`config.mk`:
```
export PLATFORM = sky130hd
export DESIGN_NAME = fifo_pop_reader_flat
export DESIGN_NICKNAME = d
export VERILOG_FILES = /design/src/rtl/fifo_pkg.sv /design/src/rtl/fifo_pop_reader_if.sv /design/src/rtl/fifo_skid_buf.sv /design/src/rtl/fifo_pop_reader.sv /design/src/flat_wrapper.sv
export SDC_FILE = /design/constraint.sdc
export NUM_CORES = 1
export LEC_CHECK = 0
export ABC_AREA = 1
export BUFFER_PORTS_ARGS = -buffer_cell sky130_fd_sc_hd__buf_2
export CAP_MARGIN = 10
export CORE_MARGIN = 10
export CORE_UTILIZATION = 59
export CTS_CLUSTER_DIAMETER = 50
export DETAILED_ROUTE_END_ITERATION = 8
export GPL_ROUTABILITY_DRIVEN = 0
export PLACE_DENSITY_LB_ADDON = 0.08
export RECOVER_POWER = 50
export SLEW_MARGIN = 15
export SYNTH_ARGS = -nofsm -noshare
export SYNTH_HDL_FRONTEND = slang
export SYNTH_SLANG_ARGS = --single-unit
export TNS_END_PERCENT = 20
```
`constraint.sdc`:
```
create_clock -name clk -period 3.3 [get_ports clk]
set_clock_uncertainty 0.2 [all_clocks]
set_input_delay 0.33 -clock clk [delete_from_list [all_inputs] [get_ports clk]]
set_output_delay 0.33 -clock clk [all_outputs]
set_load 0.01 [all_outputs]
```
`src/rtl/fifo_pkg.sv`:
```
// Shared definitions for the fifo block and its pop-side reader.
//   WIDTH      : data word width of fifo data_out
//   SKID_DEPTH : entries in the reader's skid buffer
//   CNT_W_DEF  : default width of the reader's delivered-word counter
//   reader_state_t : fifo_pop_reader control states
package fifo_pkg;

  localparam int unsigned WIDTH      = 8;
  localparam int unsigned SKID_DEPTH = 3;
  localparam int unsigned CNT_W_DEF  = 16;

  typedef enum logic [1:0] {
    IDLE,
    RUN,
    STOP,
    ERR
  } reader_state_t;

endpackage

```
`src/rtl/fifo_pop_reader_if.sv`:
```
// Handshake bundle between fifo (pop side), fifo_pop_reader and the stream sink.
//   fifo_empty/fifo_data_out/fifo_error : fifo -> reader
//   fifo_pop                            : reader -> fifo
//   m_valid/m_data                      : reader -> sink
//   m_ready                             : sink -> reader
// master = the reader, slave = the environment (fifo + sink).
interface fifo_pop_reader_if #(
  parameter int unsigned WIDTH = fifo_pkg::WIDTH
);

  logic             fifo_empty;
  logic [WIDTH-1:0] fifo_data_out;
  logic             fifo_error;
  logic             fifo_pop;
  logic             m_valid;
  logic             m_ready;
  logic [WIDTH-1:0] m_data;

  modport master (
    input  fifo_empty, fifo_data_out, fifo_error, m_ready,
    output fifo_pop, m_valid, m_data
  );

  modport slave (
    output fifo_empty, fifo_data_out, fifo_error, m_ready,
    input  fifo_pop, m_valid, m_data
  );

endinterface

```
`src/rtl/fifo_skid_buf.sv`:
```
// 3-entry circular skid buffer for fifo_pop_reader.
//   clk, reset_n : clock, synchronous active-low reset
//   wr_i/wr_data_i : enqueue one word
//   rd_i         : dequeue the head word (ignored when empty)
//   flush_i      : drop all contents and rewind the pointers
//   occ_o        : current occupancy (0..3)
//   head_o       : head entry, 0 when empty
module fifo_skid_buf
  import fifo_pkg::*;
#(
  parameter int unsigned WIDTH = fifo_pkg::WIDTH
) (
  input  logic             clk,
  input  logic             reset_n,
  input  logic             wr_i,
  input  logic [WIDTH-1:0] wr_data_i,
  input  logic             rd_i,
  input  logic             flush_i,
  output logic [1:0]       occ_o,
  output logic [WIDTH-1:0] head_o
);

  typedef logic [1:0] ptr_t;

  logic [WIDTH-1:0] mem_q [SKID_DEPTH];
  ptr_t             wr_ptr_q, wr_ptr_d;
  ptr_t             rd_ptr_q, rd_ptr_d;
  logic [1:0]       occ_q, occ_d;
  logic             rd_ok;

  function automatic ptr_t ptr_inc(input ptr_t p);
    return (p == ptr_t'(SKID_DEPTH - 1)) ? '0 : p + ptr_t'(1);
  endfunction

  assign rd_ok = rd_i && (occ_q != '0);

  always_comb begin
    wr_ptr_d = wr_ptr_q;
    rd_ptr_d = rd_ptr_q;
    occ_d    = occ_q;
    if (flush_i) begin
      wr_ptr_d = '0;
      rd_ptr_d = '0;
      occ_d    = '0;
    end else begin
      if (wr_i)  wr_ptr_d = ptr_inc(wr_ptr_q);
      if (rd_ok) rd_ptr_d = ptr_inc(rd_ptr_q);
      case ({wr_i, rd_ok})
        2'b10:   occ_d = occ_q + 2'd1;
        2'b01:   occ_d = occ_q - 2'd1;
        default: occ_d = occ_q;
      endcase
    end
  end

  always_ff @(posedge clk) begin
    if (!reset_n) begin
      wr_ptr_q <= '0;
      rd_ptr_q <= '0;
      occ_q    <= '0;
    end else begin
      wr_ptr_q <= wr_ptr_d;
      rd_ptr_q <= rd_ptr_d;
      occ_q    <= occ_d;
    end
  end

  // Storage needs no reset: entries are only observed while occ_q != 0.
  always_ff @(posedge clk) begin
    if (wr_i && !flush_i) mem_q[wr_ptr_q] <= wr_data_i;
  end

  assign occ_o  = occ_q;
  assign head_o = (occ_q == '0) ? '0 : mem_q[rd_ptr_q];

  // The reader's pop rule reserves space before issuing a pop.
  a_no_overflow : assert property (@(posedge clk) disable iff (!reset_n)
    !(wr_i && !flush_i && (occ_q == 2'(SKID_DEPTH))));

endmodule

```
`src/rtl/fifo_pop_reader.sv`:
```
// Autonomous pop-side consumer for fifo: drains it into a valid/ready stream.
//   clk, reset_n : clock, synchronous active-low reset
//   enable       : 1 = keep issuing pops, 0 = stop and drain
//   flush        : pulse, discard buffered and in-flight words
//   err_clr      : pulse, clear sticky err and leave ERR
//   bus          : fifo pop side + stream (master modport)
//   word_cnt     : words accepted by the sink, wraps mod 2^CNT_W
//   err          : sticky fifo_error indication
//   busy         : not idle, or words buffered / in flight
module fifo_pop_reader
  import fifo_pkg::*;
#(
  parameter int unsigned WIDTH = fifo_pkg::WIDTH,
  parameter int unsigned CNT_W = CNT_W_DEF
) (
  input  logic               clk,
  input  logic               reset_n,
  input  logic               enable,
  input  logic               flush,
  input  logic               err_clr,
  fifo_pop_reader_if.master  bus,
  output logic [CNT_W-1:0]   word_cnt,
  output logic               err,
  output logic               busy
);

  reader_state_t    state_q;
  logic             inflight_q;
  logic             err_q;
  logic [CNT_W-1:0] cnt_q, cnt_d;
  logic [1:0]       occ;
  logic [WIDTH-1:0] head;
  logic             room;
  logic             pop;
  logic             hs;

  // Space is reserved for the word already in flight, so the pop decision
  // uses only registered terms and never depends on m_ready.
  assign room = ({1'b0, occ} + {2'b00, inflight_q}) < 3'(SKID_DEPTH);
  assign pop  = reset_n && (state_q == RUN) && !bus.fifo_empty && room;
  assign hs   = bus.m_valid && bus.m_ready;

  fifo_skid_buf #(
    .WIDTH (WIDTH)
  ) u_skid (
    .clk       (clk),
    .reset_n   (reset_n),
    .wr_i      (inflight_q && !flush),
    .wr_data_i (bus.fifo_data_out),
    .rd_i      (hs),
    .flush_i   (flush),
    .occ_o     (occ),
    .head_o    (head)
  );

  always_comb begin
    cnt_d = cnt_q;
    if (hs) cnt_d = cnt_q + CNT_W'(1);
  end

  always_ff @(posedge clk) begin
    if (!reset_n) begin
      state_q    <= IDLE;
      inflight_q <= 1'b0;
      err_q      <= 1'b0;
      cnt_q      <= '0;
    end else begin
      inflight_q <= pop;
      cnt_q      <= cnt_d;
      if (bus.fifo_error) begin
        state_q <= ERR;
        err_q   <= 1'b1;
      end else begin
        case (state_q)
          IDLE: if (enable && !err_q) state_q <= RUN;
          RUN:  if (!enable) state_q <= STOP;
          STOP: begin
            if (enable)                         state_q <= RUN;
            else if (!inflight_q && occ == '0)  state_q <= IDLE;
          end
          ERR: begin
            if (err_clr) begin
              state_q <= IDLE;
              err_q   <= 1'b0;
            end
          end
          default: state_q <= IDLE;
        endcase
      end
    end
  end

  // Outputs are forced low during reset so a mid-burst reset issues no pop.
  assign bus.fifo_pop = pop;
  assign bus.m_valid  = reset_n && (occ != '0);
  assign bus.m_data   = reset_n ? head : '0;
  assign word_cnt     = cnt_q;
  assign err          = err_q;
  assign busy         = reset_n && ((state_q != IDLE) || (occ != '0) || inflight_q);

endmodule
```
`src/flat_wrapper.sv`:
```
// flat-port wrapper written by rule: the top's interface ports become plain ports
module fifo_pop_reader_flat import fifo_pkg::*;
#(
  parameter int unsigned WIDTH = fifo_pkg::WIDTH,
  parameter int unsigned CNT_W = CNT_W_DEF
)
  (clk, reset_n, enable, flush, err_clr, word_cnt, err, busy, bus_fifo_empty, bus_fifo_data_out, bus_fifo_error, bus_m_ready, bus_fifo_pop, bus_m_valid, bus_m_data);
  fifo_pop_reader_if #(.WIDTH(WIDTH)) bus_i ();
  input  logic clk;
  input  logic reset_n;
  input  logic enable;
  input  logic flush;
  input  logic err_clr;
  output logic [CNT_W-1:0] word_cnt;
  output logic err;
  output logic busy;
  input wire logic [$bits(bus_i.fifo_empty)-1:0] bus_fifo_empty;
  input wire logic [$bits(bus_i.fifo_data_out)-1:0] bus_fifo_data_out;
  input wire logic [$bits(bus_i.fifo_error)-1:0] bus_fifo_error;
  input wire logic [$bits(bus_i.m_ready)-1:0] bus_m_ready;
  output wire logic [$bits(bus_i.fifo_pop)-1:0] bus_fifo_pop;
  output wire logic [$bits(bus_i.m_valid)-1:0] bus_m_valid;
  output wire logic [$bits(bus_i.m_data)-1:0] bus_m_data;
  assign bus_i.fifo_empty = bus_fifo_empty;
  assign bus_i.fifo_data_out = bus_fifo_data_out;
  assign bus_i.fifo_error = bus_fifo_error;
  assign bus_i.m_ready = bus_m_ready;
  assign bus_fifo_pop = bus_i.fifo_pop;
  assign bus_m_valid = bus_i.m_valid;
  assign bus_m_data = bus_i.m_data;
  fifo_pop_reader #(.WIDTH(WIDTH), .CNT_W(CNT_W)) u_core (.clk(clk), .reset_n(reset_n), .enable(enable), .flush(flush), .err_clr(err_clr), .bus(bus_i), .word_cnt(word_cnt), .err(err), .busy(busy));
endmodule
```
Word level (Yosys, flattened, before mapping)
Memory sizes are Yosys's and may differ from the RTL's. A register that Yosys moved wholly into a read port is not among the register bits.
Index checks and enable logic that the tools add are counted.
{"block": "op_classes", "addsub": 6, "n_lt_le_gt_ge": 1, "eq_ne": 11, "mux": 19, "bitwise": 1, "n_reduce_logical": 27}
{"cell": "2-bit 2-to-1 mux", "n": 10}
{"cell": "16-bit by 1-bit adder with 16-bit output (second input constant)", "n": 1}
{"cell": "8-bit 2-to-1 mux", "n": 2}
{"cell": "1-bit logical AND", "n": 11}
{"cell": "2-bit equality test (second input constant)", "n": 5}
{"cell": "2-bit nonzero test", "n": 5}
{"cell": "2-bit case mux with 4 select lines", "n": 1}
{"cell": "2-bit by 1-bit adder with 2-bit output (second input constant)", "n": 3}
{"cell": "3-bit != test (second input constant)", "n": 2}
{"cell": "1-bit 2-to-1 mux", "n": 5}
{"cell": "2-bit by 1-bit equality test with 1-bit output (second input constant)", "n": 2}
{"cell": "1-bit logical NOT", "n": 4}
{"cell": "2-bit logical NOT", "n": 2}
{"cell": "4-bit by 3-bit != test with 1-bit output (second input constant)", "n": 1}
{"cell": "2-bit case mux with 2 select lines", "n": 1}
{"cell": "4-bit AND reduction", "n": 1}
{"cell": "2-bit by 1-bit adder with 3-bit output", "n": 1}
{"cell": "3-bit by 2-bit < comparator with 1-bit output (second input constant)", "n": 1}
{"cell": "3-bit by 2-bit != test with 1-bit output (second input constant)", "n": 1}
{"cell": "1-bit logical OR", "n": 2}
{"cell": "2-bit AND reduction", "n": 1}
{"cell": "2-bit OR reduction", "n": 1}
{"cell": "2-bit by 1-bit subtractor with 2-bit output (second input constant)", "n": 1}
{"cell": "1-bit NOT", "n": 1}
{"block": "totals", "regBits": 26, "ramBits": 24, "inputBits": 16, "out_inout_bits": 28, "wordCells": 73, "n_memories": 1}
{"name": "u_core.u_skid.mem_q", "depth": 3, "width": 8, "rd": 1, "rd_ports_with_merged_regs": 1, "wr": 1, "line": "fifo_skid_buf.sv:25", "rtl": "logic [WIDTH-1:0] mem_q [SKID_DEPTH];"}

Logic depth before layout (Yosys ltp)
Gate-level depths: netlist of the first run.
{"block": "logic_depth", "word_depth": 6, "mapped_depth": 9, "depth_no_buf": 9}

Hierarchy
From an unflattened synthesis of the first run, not the netlist that was laid out.
{"block": "hier_totals", "hier_cells": 338, "area_unflattened_um2": 2605.0}
{"mod": "fifo_skid_buf", "n_inst": 1, "cells_each": 132, "area_per_inst_um2": 1350.0, "seq_area_each_um2": 880.8}
{"mod": "fifo_pop_reader", "n_inst": 1, "cells_each": 206, "area_per_inst_um2": 1255.0, "seq_area_each_um2": 400.4}

Worst setup path before layout of the first run
No wires, ideal clock.
{"block": "synth_timing", "path_kind": "register to output", "startpoint": "register u_core.u_skid.occ_q[0] (netlist: u_core.u_skid.occ_o[0])", "endpoint": "output port bus_fifo_pop", "t_arrival_ns": 1.500, "required_ns": 2.770, "path_slack_ns": 1.270, "stages_incl_launch_ff": 4, "path_buffers": 0, "cell_sequence": "dfxtp_1 ha_1 ha_1 a2111oi_0"}
{"block": "synth_between", "elab_chain_len": 3}
{"element": "start: declaration", "line": "fifo_skid_buf.sv:28", "rtl": "logic [1:0] occ_q, occ_d;"}
{"element": "start signal: assignment", "line": "fifo_skid_buf.sv:60", "rtl": "occ_q <= '0;"}
{"element": "start signal: assignment", "line": "fifo_skid_buf.sv:64", "rtl": "occ_q <= occ_d;"}
{"element": "2-bit by 1-bit adder with 3-bit output", "line": "fifo_pop_reader.sv:39", "rtl": "assign room = ({1'b0, occ} + {2'b00, inflight_q}) < 3'(SKID_DEPTH);"}
{"element": "3-bit by 2-bit < comparator with 1-bit output", "line": "fifo_pop_reader.sv:39"}
{"element": "1-bit logical AND", "line": "fifo_pop_reader.sv:40", "rtl": "assign pop = reset_n && (state_q == RUN) && !bus.fifo_empty && room;"}
{"element": "end: declaration", "line": "flat_wrapper.sv:21", "rtl": "output wire logic [$bits(bus_i.fifo_pop)-1:0] bus_fifo_pop;"}
Every way passes these cells.

Worst setup path in the final report of the first run
Ends and elaborated chain as after synthesis.

==> results of run 1 <==
-- cell type report --
type	instances	area (um2)	share of cell area, %
multi-input cells	183	881	32.9
clock inverters	3	25.0	0.935
clock buffers	5	68.8	2.57
inverters	35	131	4.91
repair buffers	49	230	8.60
well taps	48	60.1	2.24
flip-flops and latches	52	1280	47.9
-- how the worst min path moves through the flow --
| stage | from | end | slack, ps | depth (start not counted) |
|---|---|---|---|---|
| 3_5_place_dp | u_core.err | u_core.err | 280 | 2 |
| 3_3_place_gp | u_core.err | u_core.err | 280 | 2 |
| 4_1_cts | bus_fifo_data_out[7] | u_core.u_skid.mem_q[0][7] | 20 | 1 |
| 6_report | bus_fifo_data_out[1] | u_core.u_skid.mem_q[1][1] | 60 | 1 |
| 2_1_floorplan | bus_fifo_empty | u_core.inflight_q | 220 | 1 |
| 5_1_grt | bus_fifo_data_out[7] | u_core.u_skid.mem_q[1][7] | 50 | 1 |
-- per-stage QoR --
step	cells	hold WS, ps	util, %
after floorplan	275	219	-
after detailed placement	365	277	69.8
after global routing	375	45.1	71.5
after global placement	365	278	69.8
final	375	55.3	71.5
after CTS	374	21.0	72.5
-- worst reg2reg max path, delay by kind of cell, from the launching register on --
family	cells	cell delay [ps]
DFF	1	400
AOI/OAI and AO/OA	4	430
buffers and inverters	1	410
adders and majority gates	1	350
and+or+nand+nor	2	230
-- layer usage --
layer | global-route usage [%] | vias to the layer above | wire (um)
li1 | - | 1017 | -
met2 | 23.5 | 56 | 2220
met5 | 0 | - | 0
met4 | 5.23 | 0 | 77
met1 | 14.1 | 875 | 1990
met3 | 5.08 | 9 | 325
-- where the power goes --
part	leakage [nW]	internal [mW]	switching (mW)
Sequential	0.443	0.680	0.00568
Combinational	0.583	0.0240	0.0407
Clock	0.0452	0.155	0.211
-- flip-flops by register name, summed over array words and instances, names as in the netlist, named ones only --
register                count
u_core.u_skid.wr_ptr_q      2
u_core.u_skid.mem_q        24
u_core.u_skid.occ_o         2
u_core.err                  1
u_core.state_q              2
u_core.word_cnt            16
u_core.inflight_q           1
u_core.u_skid.rd_ptr_q      2
-- cells in the mapped netlist --
| cell type | number | share of area, % |
|---|---|---|
| inv_1 | 33 | 5.3 |
| nor2_4 | 2 | 0.97 |
| nand4_1 | 7 | 1.9 |
| nor3_2 | 1 | 0.43 |
| a2111oi_0 | 2 | 0.75 |
| a21oi_1 | 9 | 1.9 |
| ha_1 | 4 | 2.1 |
| inv_2 | 2 | 0.32 |
| nand3_2 | 1 | 0.43 |
| buf_4 | 1 | 0.32 |
| o21ai_1 | 2 | 0.43 |
| nand2_1 | 67 | 11 |
| o21ai_0 | 18 | 3.9 |
| o211a_1 | 1 | 0.43 |
| edfxtp_1 | 24 | 31 |
| and3_1 | 1 | 0.27 |
| nand3_1 | 12 | 2.6 |
| nor2_1 | 38 | 6.1 |
| o31ai_1 | 1 | 0.32 |
| nand3_4 | 1 | 0.75 |
| dfxtp_1 | 28 | 24 |
| nor3_1 | 3 | 0.64 |
| nor2_2 | 1 | 0.27 |
| clkbuf_1 | 2 | 0.32 |
| buf_2 | 2 | 0.43 |
| nor3b_1 | 1 | 0.32 |
| a31oi_1 | 10 | 2.7 |
| o21bai_1 | 1 | 0.32 |
-- cell usage in the layout (no fill, tap or decap), drive strengths merged --
master,count
buf,21
a31oi,10
clkinvlp,1
and3,1
clkbuf,31
edfxtp,24
nand4,7
nor3,4
dlygate4sd3,2
inv,37
dfxtp,28
nand2,67
a2111oi,2
o21ai,20
a21oi,9
nor2,41
ha,4
nor3b,1
nand3,14
o21bai,1
o211a,1
o31ai,1
-- what timing repair did --
action	in CTS	in global routing
setup buffers	0	0
hold endpoints to repair	1	1
hold buffers	1	1
-- kinds of logic after synthesis --
group           Yosys count
flops                    52
compound gates           44
buf+inv                  40
fa+ha+maj                 4
simple gates            135
==> impl_results.md, run 1 <==
- Max-Cap Viols: 0
- Crit path from: u_core.u_skid.occ_o[0]
- First-pass GRT wire length: 7.89 mm
- WP depth: 4
- #FFs+latches synth: 52
- Filler Cell Count: 312
- Die area: 6860 um2
- WP data arrival: 1710 ps
- Antenna Violating Nets Remaining: 0
- Final Cycle Share: 67.7%
- Register area share after synthesis: 55.0%
- Post-CTS sizing: 0
- Htree depth: 2
- Leak: 1.07 nW
- Critical path's slowest cell: a2111oi_0
- RSZ-0062 raised after global routing: false
- Net count after synthesis: 295
- Hold Vio Cnt, Final: 0
- Starting density of the core: 62.3%
- Simple-gate portion of the synthesized area: 25.4%
- Antenna violations before repair: 0
- Largest family of logic cells by synthesized area: simple AND/OR/NAND/NOR gates
- Worst-Skew Late Latency: 310 ps
- Relative slew slack: 53.7%
- WS Path Type: reg -> out
- Core Region: 3740 um2
- CTS Buf Count: 5
- Compound-gate portion of the synthesized area: 10.7%
- Post-Place Setup Slack: 1370 ps
- CTS tree: built
- R2R setup slack: 1160 ps
- Reg-to-reg startpoint: u_core.u_skid.occ_o[0]
- Yosys warnings: 0
- Clock transition at path regs: 90 ps
- Worst-path cell chain: ha_1, ha_1, a2111oi_0, buf_2
- DR WL/cell: 12.3 um
- Setup slack after layout: 1060 ps
- CTS root buffer: clkbuf_8
- Final wirelength: 4.61 mm
- Average cell area after synthesis: 8.48 um2
- Clk sink count: 52
- GR Overflow Total: 0
- Max clock buf depth: 2
- Critical Path End: bus_fifo_pop
- Max-slew violation count: 0
- Largest net degree at the start of global routing: 21
- FMAX: 447 MHz
- Post-Syn Area: 2330 um2
- Buffers on Ports: 43
- DIE WIDTH: 82.9 um
- P per Cell Area: 417 nW/um2
- Critical path capture point type: primary output
- Startpoint types: flop
- Power, Total: 1.12 mW
- Post-Synthesis Cells: 275
- # DRC: 0
- Critical Path Fanout Max: 5
- # IOs: 44
- HPWL after DPL: 3.45 mm
- Class of the worst hold path: in -> reg
- Reg-to-reg endpoint: u_core.u_skid.occ_o[1]
- Drt first pass iters: 4
- R2R depth: 8
- Crit path max-delay family: adder cells
- Vias: 1957
- Most used cell, CP: ha_1
- Post-Synth XOR/XNOR Area: 0%
- Row cnt: 22
- Worst-margin pin slew: 691 ps
- Endpoints failing setup: 0
- Adder-cell share of the synthesized area: 2.15%
- Die height: 82.9 um
- Worst IR Drop VDD: 0.266 mV
- Post-synth cell types: 28
- Crit path buffers/inverters: 1
- Vias/cell: 5.22
- Final net count: 346
- Worst EP required: 2770 ps
- Status: completed
- Placed Instance Area: 2610 um2
- Post-route minimum period: 2240 ps
- Gr usage total: 13.4%
- Final instance area: 2680 um2
- Total negative slack: 0 ps
- Crit-path max cell delay: 370 ps
- Antenna cells: 0
- Synth-to-Final Area Change: 14.9%
- Vias in the first global route: 1809
- Multiplexer area fraction after synthesis: 0%
- Layout cell share with drive strength beyond 1: 10.4%
- Detailed Route Iter0 Violations: 92
(Power assumes the default switching activity.)
==> inputs of run 2 (changes only) <==
CORE_UTILIZATION = 54   (was 59)
clock period = 2.3 ns   (was 3.3 ns; I/O delays follow)
==> run 2 against run 1 <==
  * First-iteration DRC count is 50% higher
  * Wire length is 8.4% higher
  * Clock power is 42% higher
  * Setup slack worse by 890 ps
  * Largest power group unchanged
  * Critical path depth stayed put
  * Worst hold slack worse by 13 ps
  * Utilization is 4.0 points lower
  * Power is 44% higher
  * Die area is 7.0% higher
  * Final cell count is 2.7% higher
==> impl_results.md, run 2 (same netlist as run 1, synthesis figures left out) <==
- Post-route minimum period: 2120 ps
- Class of the worst hold path: in -> reg (unchanged)
- Clock Power Share: 32.3% (was 32.8%)
- Buffers on Ports: 43 (unchanged)
- Sequential share of power: 61.2% (was 61.5%)
- Multi-input logic area: 882 um2 (was 881 um2)
- Vias/cell: 5.11 (was 5.22)
- Total negative slack: 0 ps (unchanged)
- Clock transition at path regs: 80 ps (was 90 ps)
- Max-slew violation count: 0 (unchanged)
- Clk sink count: 52 (unchanged)
- Max clock buf depth: 2 (unchanged)
- Largest net degree at the start of global routing: 21 (unchanged)
- Gr usage total: 13.9% (was 13.4%)
- Startpoint types: flop (unchanged)
- Final wirelength: 5.00 mm (was 4.61 mm)
- Max-Cap Viols: 0 (unchanged)
- Register area: 1280 um2 (unchanged)
- CTS root buffer: clkbuf_8 (unchanged)
- DR WL/cell: 13.0 um (was 12.3 um)
- Filler Cell Count: 360 (was 312)
- Core Region: 4090 um2 (was 3740 um2)
- # IOs: 44 (unchanged)
- Die area: 7340 um2 (was 6860 um2)
- Starting density of the core: 57.0% (was 62.3%)
- Comb power frac: 6.5% (was 5.8%)
- DIE WIDTH: 85.7 um (was 82.9 um)
- Crit-path max cell delay: 350 ps (was 370 ps)
- Status: completed (unchanged)
- Final instance area: 2760 um2 (was 2680 um2)
- Relative slew slack: 70.8% (was 53.7%)
- Vias: 1969 (was 1957)
- Drt first pass iters: 4 (unchanged)
- RSZ-0062 raised after global routing: false (unchanged)
- Grt met2 use: 23.3% (was 23.5%)
- Row cnt: 23 (was 22)
- Most frequent cells in the layout: nand2_1 (67), nor2_1 (38), inv_1 (34) (was nand2_1 (67), nor2_1 (38), inv_1 (35))
- P_sw: 0.344 mW (was 0.257 mW)
- Final Cycle Share: 92.3%
- Worst EP required: 1870 ps (was 2770 ps)
- Layout cell share with drive strength beyond 1: 10.4% (about the same)
- WP data arrival: 1690 ps (was 1710 ps)
- Gr busiest metal: met2 (unchanged)
- Number of flip-flops in the largest register: 24 (unchanged)
- Antenna violations before repair: 0 (unchanged)
- Antenna cells: 0 (unchanged)
- Leak: 1.10 nW (was 1.07 nW)
- Vias in the first global route: 1955 (was 1809)
- Critical path capture point type: primary output (unchanged)
- Placed Instance Area: 2620 um2 (was 2610 um2)
- Htree depth: 2 (unchanged)
- Worst-margin pin slew: 438 ps (was 691 ps)
- Antenna Violating Nets Remaining: 0 (unchanged)
- Worst-Skew Late Latency: 290 ps (was 310 ps)
- CTS Buf Count: 5 (unchanged)
- HPWL after DPL: 3.76 mm (was 3.45 mm)
- P per Cell Area: 583 nW/um2 (was 417 nW/um2)
- M3 GR Usage: 4.45% (was 5.08%)
- Crit path max-delay family: adder cells (unchanged)
- # DRC: 0 (unchanged)
- Global Route met1 Usage: 16.7% (was 14.1%)
- Switching share of power: 21.4% (was 23.1%)
- First-pass GRT wire length: 8.54 mm (was 7.89 mm)
- Most common cell after layout, fill and taps aside: nand2_1 (unchanged)
- Detailed Route Iter0 Violations: 138 (was 92)
- Worst IR Drop VDD: 0.383 mV (was 0.266 mV)
- Worst hold slack: 42.6 ps (was 55.3 ps)
- Most used cell, CP: ha_1 (unchanged)
- Hold Vio Cnt, Final: 0 (unchanged)
- Crit path buffers/inverters: 1 (unchanged)
- Synth-to-Final Area Change: 18.4% (was 14.9%)
- Internal power: 1.26 mW (was 0.859 mW)
- Power, Total: 1.61 mW (was 1.12 mW)
- Endpoints failing setup: 0 (unchanged)
- Top reg by flops: u_core.u_skid.mem_q (unchanged)
- Placed Cells: 368 (was 365)
- Critical Path Fanout Max: 5 (unchanged)
- Critical path's slowest cell: dfxtp_1 (was a2111oi_0)
- Worst-path cell chain: ha_1, ha_1, a2111oi_2, buf_2 (was ha_1, ha_1, a2111oi_0, buf_2)
- FMAX: 471 MHz
- WS Path Type: reg -> out (unchanged)
- Die height: 85.7 um (was 82.9 um)
- CTS tree: built (unchanged)
- Cell Count, Final, Fillers Out: 385 (was 375)
- Final net count: 354 (was 346)
- GR Overflow Total: 0 (unchanged)
==> run 2: cell type report <==
type | instances | share of cell area, %
Inverter | 35 | 4.76
Timing Repair Buffer | 57 | 11.2
Clock inverter | 1 | 0.272
Multi-Input combinational cell | 183 | 32.0
Tap cell | 50 | 2.27
Clock buffer | 7 | 3.13
Sequential cell | 52 | 46.4
==> run 2: final timing paths <==
| kind | cells past startpoint | start | slack (ps) | to |
|---|---|---|---|---|
| max | 4 | u_core.u_skid.occ_o[0] | 180 | bus_fifo_pop |
| min | 3 | reset_n | 40 | u_core.word_cnt[14] |
| max reg2reg | 7 | u_core.u_skid.occ_o[0] | 470 | u_core.word_cnt[13] |
| min reg2reg | 2 | u_core.err | 290 | u_core.err |
==> run 2: stage by stage <==
step	setup WS [ps]	utilization, %
after floorplan	370	-
final	177	67.5
after detailed placement	429	64.1
after CTS	87.9	68.6
after global routing	68.7	67.5
after global placement	503	64.1
==> run 2: repair_timing <==
| item | in CTS | in global routing |
|---|---|---|
| hold buffers | 9 | 0 |
| resized for setup | 0 | 2 |
| hold endpoints to repair | 25 | 0 |
| endpoints found under the setup margin | 0 | 1 |
| setup buffers | 0 | 0 |
==> run 2: worst reg2reg max path, stage by stage, from the launching register on <==
cell	delay (ps)
dfxtp_1	400
nor2_1	100
nor3_1	220
clkbuf_1	370
nand3_1	210
nor2_1	140
nor2_1	50
nor2_1	90
==> run 2: routing by layer <==
metal | vias to the layer above | share of wire [%] | wire [um]
li1 | 1027 | - | -
met1 | 888 | 45 | 2240
met2 | 50 | 48 | 2380
met3 | 4 | 6.9 | 347
met4 | 0 | 0.66 | 33
met5 | - | 0 | 0
==> run 2: power by group through the flow <==
stage / Sequential, mW / Combinational, mW / Clock [mW]
after floorplan: 1.00 / 0.0565 / 0
after global placement: 1.00 / 0.0930 / 0
after detailed placement: 1.01 / 0.0949 / 0
after CTS: 0.984 / 0.107 / 0.533
after global routing: 0.986 / 0.120 / 0.576
final: 0.984 / 0.104 / 0.520
==> inputs of run 3 (changes only) <==
CORE_ASPECT_RATIO = 0.75   (was default)
SLEW_MARGIN = default   (was 15)
==> run 3 against run 2 <==
  * Global-route usage decreased by 0.11 points
  * Combinational power about the same
  * Critical path depth unchanged
  * Wire length is 0.36% higher
  * Sequential share of layout area stayed put
  * Worst hold slack got worse by 42 ps
  * Largest power group unchanged
  * Clock-buffer cell count fell by 1
  * Non-clock buffer count up 1
  * Setup slack got worse by 50 ps
  * Fmax is 2.3% lower
==> impl_results.md, run 3 (same netlist as run 1, synthesis figures left out) <==
- Critical Path Fanout Max: 5 (unchanged)
- # IOs: 44 (unchanged)
- FMAX: 460 MHz (was 471 MHz)
- R2R setup slack: 450 ps (was 470 ps)
- Vias/cell: 5.04 (was 5.11)
- Clk sink count: 52 (unchanged)
- Crit path from: u_core.u_skid.occ_o[0] (unchanged)
- Row cnt: 20 (was 23)
- P per Cell Area: 576 nW/um2 (was 583 nW/um2)
- Most frequent cells in the layout: nand2_1 (67), nor2_1 (38), inv_1 (34) (unchanged)
- Layout cell share with drive strength beyond 1: 10.4% (about the same)
- Die height: 76.9 um (was 85.7 um)
- Vias in the first global route: 1795 (was 1955)
- Endpoints failing setup: 0 (unchanged)
- Final Cycle Share: 94.5% (was 92.3%)
- Max-Cap Viols: 0 (unchanged)
- Worst-margin pin slew: 439 ps (was 438 ps)
- RSZ-0062 raised after global routing: false (unchanged)
- DIE WIDTH: 95.9 um (was 85.7 um)
- Clock Power Share: 31.7% (was 32.3%)
- Antenna cells: 0 (unchanged)
- Antenna Violating Nets Remaining: 0 (unchanged)
- GR Overflow Total: 0 (unchanged)
- Most common cell after layout, fill and taps aside: nand2_1 (unchanged)
- HPWL after DPL: 3.62 mm (was 3.76 mm)
- Max-slew violation count: 0 (unchanged)
- Power, Total: 1.59 mW (was 1.61 mW)
- DR WL/cell: 12.8 um (was 13.0 um)
- CTS root buffer: clkbuf_8 (unchanged)
- Global Route met1 Usage: 19.1% (was 16.7%)
- Clock transition at path regs: 90 ps (was 80 ps)
- Post-route minimum period: 2170 ps (was 2120 ps)
- Max clock buf depth: 2 (unchanged)
- Worst-Skew Late Latency: 300 ps (was 290 ps)
- Gr usage total: 13.8% (was 13.9%)
- Largest net degree at the start of global routing: 21 (unchanged)
- Status: completed (unchanged)
- WP data arrival: 1740 ps (was 1690 ps)
- Final wirelength: 5.02 mm (was 5.00 mm)
- Core Region: 4100 um2 (was 4090 um2)
- Grt met2 use: 19.5% (was 23.3%)
- Worst IR Drop VDD: 0.425 mV (was 0.383 mV)
- Antenna violations before repair: 0 (unchanged)
- WS Path Type: reg -> out (unchanged)
- Detailed Route Iter0 Violations: 144 (was 138)
- Final net count: 355 (was 354)
- Reg-to-reg startpoint: u_core.u_skid.occ_o[0] (unchanged)
- Comb power frac: 6.4% (was 6.5%)
- Hold_sp: reset_n (unchanged)
- Die area: 7370 um2 (was 7340 um2)
- Buffers on Ports: 43 (unchanged)
- Class of the worst hold path: in -> reg (unchanged)
- Vias: 1972 (was 1969)
- M3 GR Usage: 4.57% (was 4.45%)
- Startpoint types: flop (unchanged)
- Switching share of power: 22.6% (was 21.4%)
- Total negative slack: 0 ps (unchanged)
- Post-CTS setup buffers: 0 (unchanged)
- P_sw: 0.359 mW (was 0.344 mW)
- Worst EP required: 1870 ps (about the same)
- Internal power: 1.23 mW (was 1.26 mW)
- Starting density of the core: 56.8% (was 57.0%)
- Drt first pass iters: 4 (unchanged)
- Sequential share of power: 61.9% (was 61.2%)
- Hold Vio Cnt, Final: 0 (unchanged)
- Htree depth: 2 (unchanged)
- # DRC: 0 (unchanged)
- Leak: 1.10 nW (about the same)
- Number of flip-flops in the largest register: 24 (unchanged)
- First-pass GRT wire length: 8.27 mm (was 8.54 mm)
- CTS tree: built (unchanged)
- Gr busiest metal: met2 (unchanged)
- Critical path capture point type: primary output (unchanged)
- Synth-to-Final Area Change: 18.4% (unchanged)
- Relative slew slack: 70.0% (was 70.8%)
- CTS Buf Count: 5 (unchanged)
- Top reg by flops: u_core.u_skid.mem_q (unchanged)
-- run 3: final cells by class --
type | count | area (um2)
fillers | 378 | 1350
flip-flops and latches | 52 | 1280
multi-input cells | 183 | 877
repair buffers | 58 | 315
inverters | 35 | 131
clock buffers | 6 | 72.6
well taps | 55 | 68.8
clock inverters | 2 | 12.5
-- run 3: final timing paths --
kind,endpoint,depth (start not counted)
worst max-delay path,bus_fifo_pop,4
worst min-delay path,u_core.word_cnt[14],3
worst min register to register,u_core.err,2
worst max register to register,u_core.word_cnt[13],7
-- run 3: repair_timing --
action	CTS	global route
gates resized for setup	0	1
hold endpoints to repair	25	0
hold buffers	9	0
setup endpoints to repair	0	1
-- run 3: power by group through the flow --
stage          logic, mW  clock network (mW)  registers (mW)
5_1_grt            0.117               0.552           0.986
4_1_cts            0.105               0.515           0.984
3_5_place_dp      0.0929                   0            1.01
2_1_floorplan     0.0565                   0            1.00
6_report           0.102               0.505           0.984
3_3_place_gp      0.0918                   0            1.01
-- run 3: metal layers --
layer | share of wire, % | wire length [um]
met5 | 0 | 0
met4 | 1.6 | 81
met2 | 41 | 2070
met3 | 7.5 | 378
met1 | 50 | 2490
-- run 3: metrics by stage --
step	cells	util [%]	setup slack [ps]	hold slack (ps)	cell area, um2
floorplan	275	-	370	119	2330
global placement	374	64.2	488	229	2640
detailed placement	374	64.2	441	235	2640
CTS	391	68.5	98.2	8.58	2810
global route	391	67.2	28.9	30.2	2760
finish	391	67.2	127	0.122	2760
-- run 3: worst max-delay path: stages (launching register included) --
cell	delay, ps
dfxtp_1	350
ha_1	210
ha_1	290
a2111oi_1	390
buf_2	200
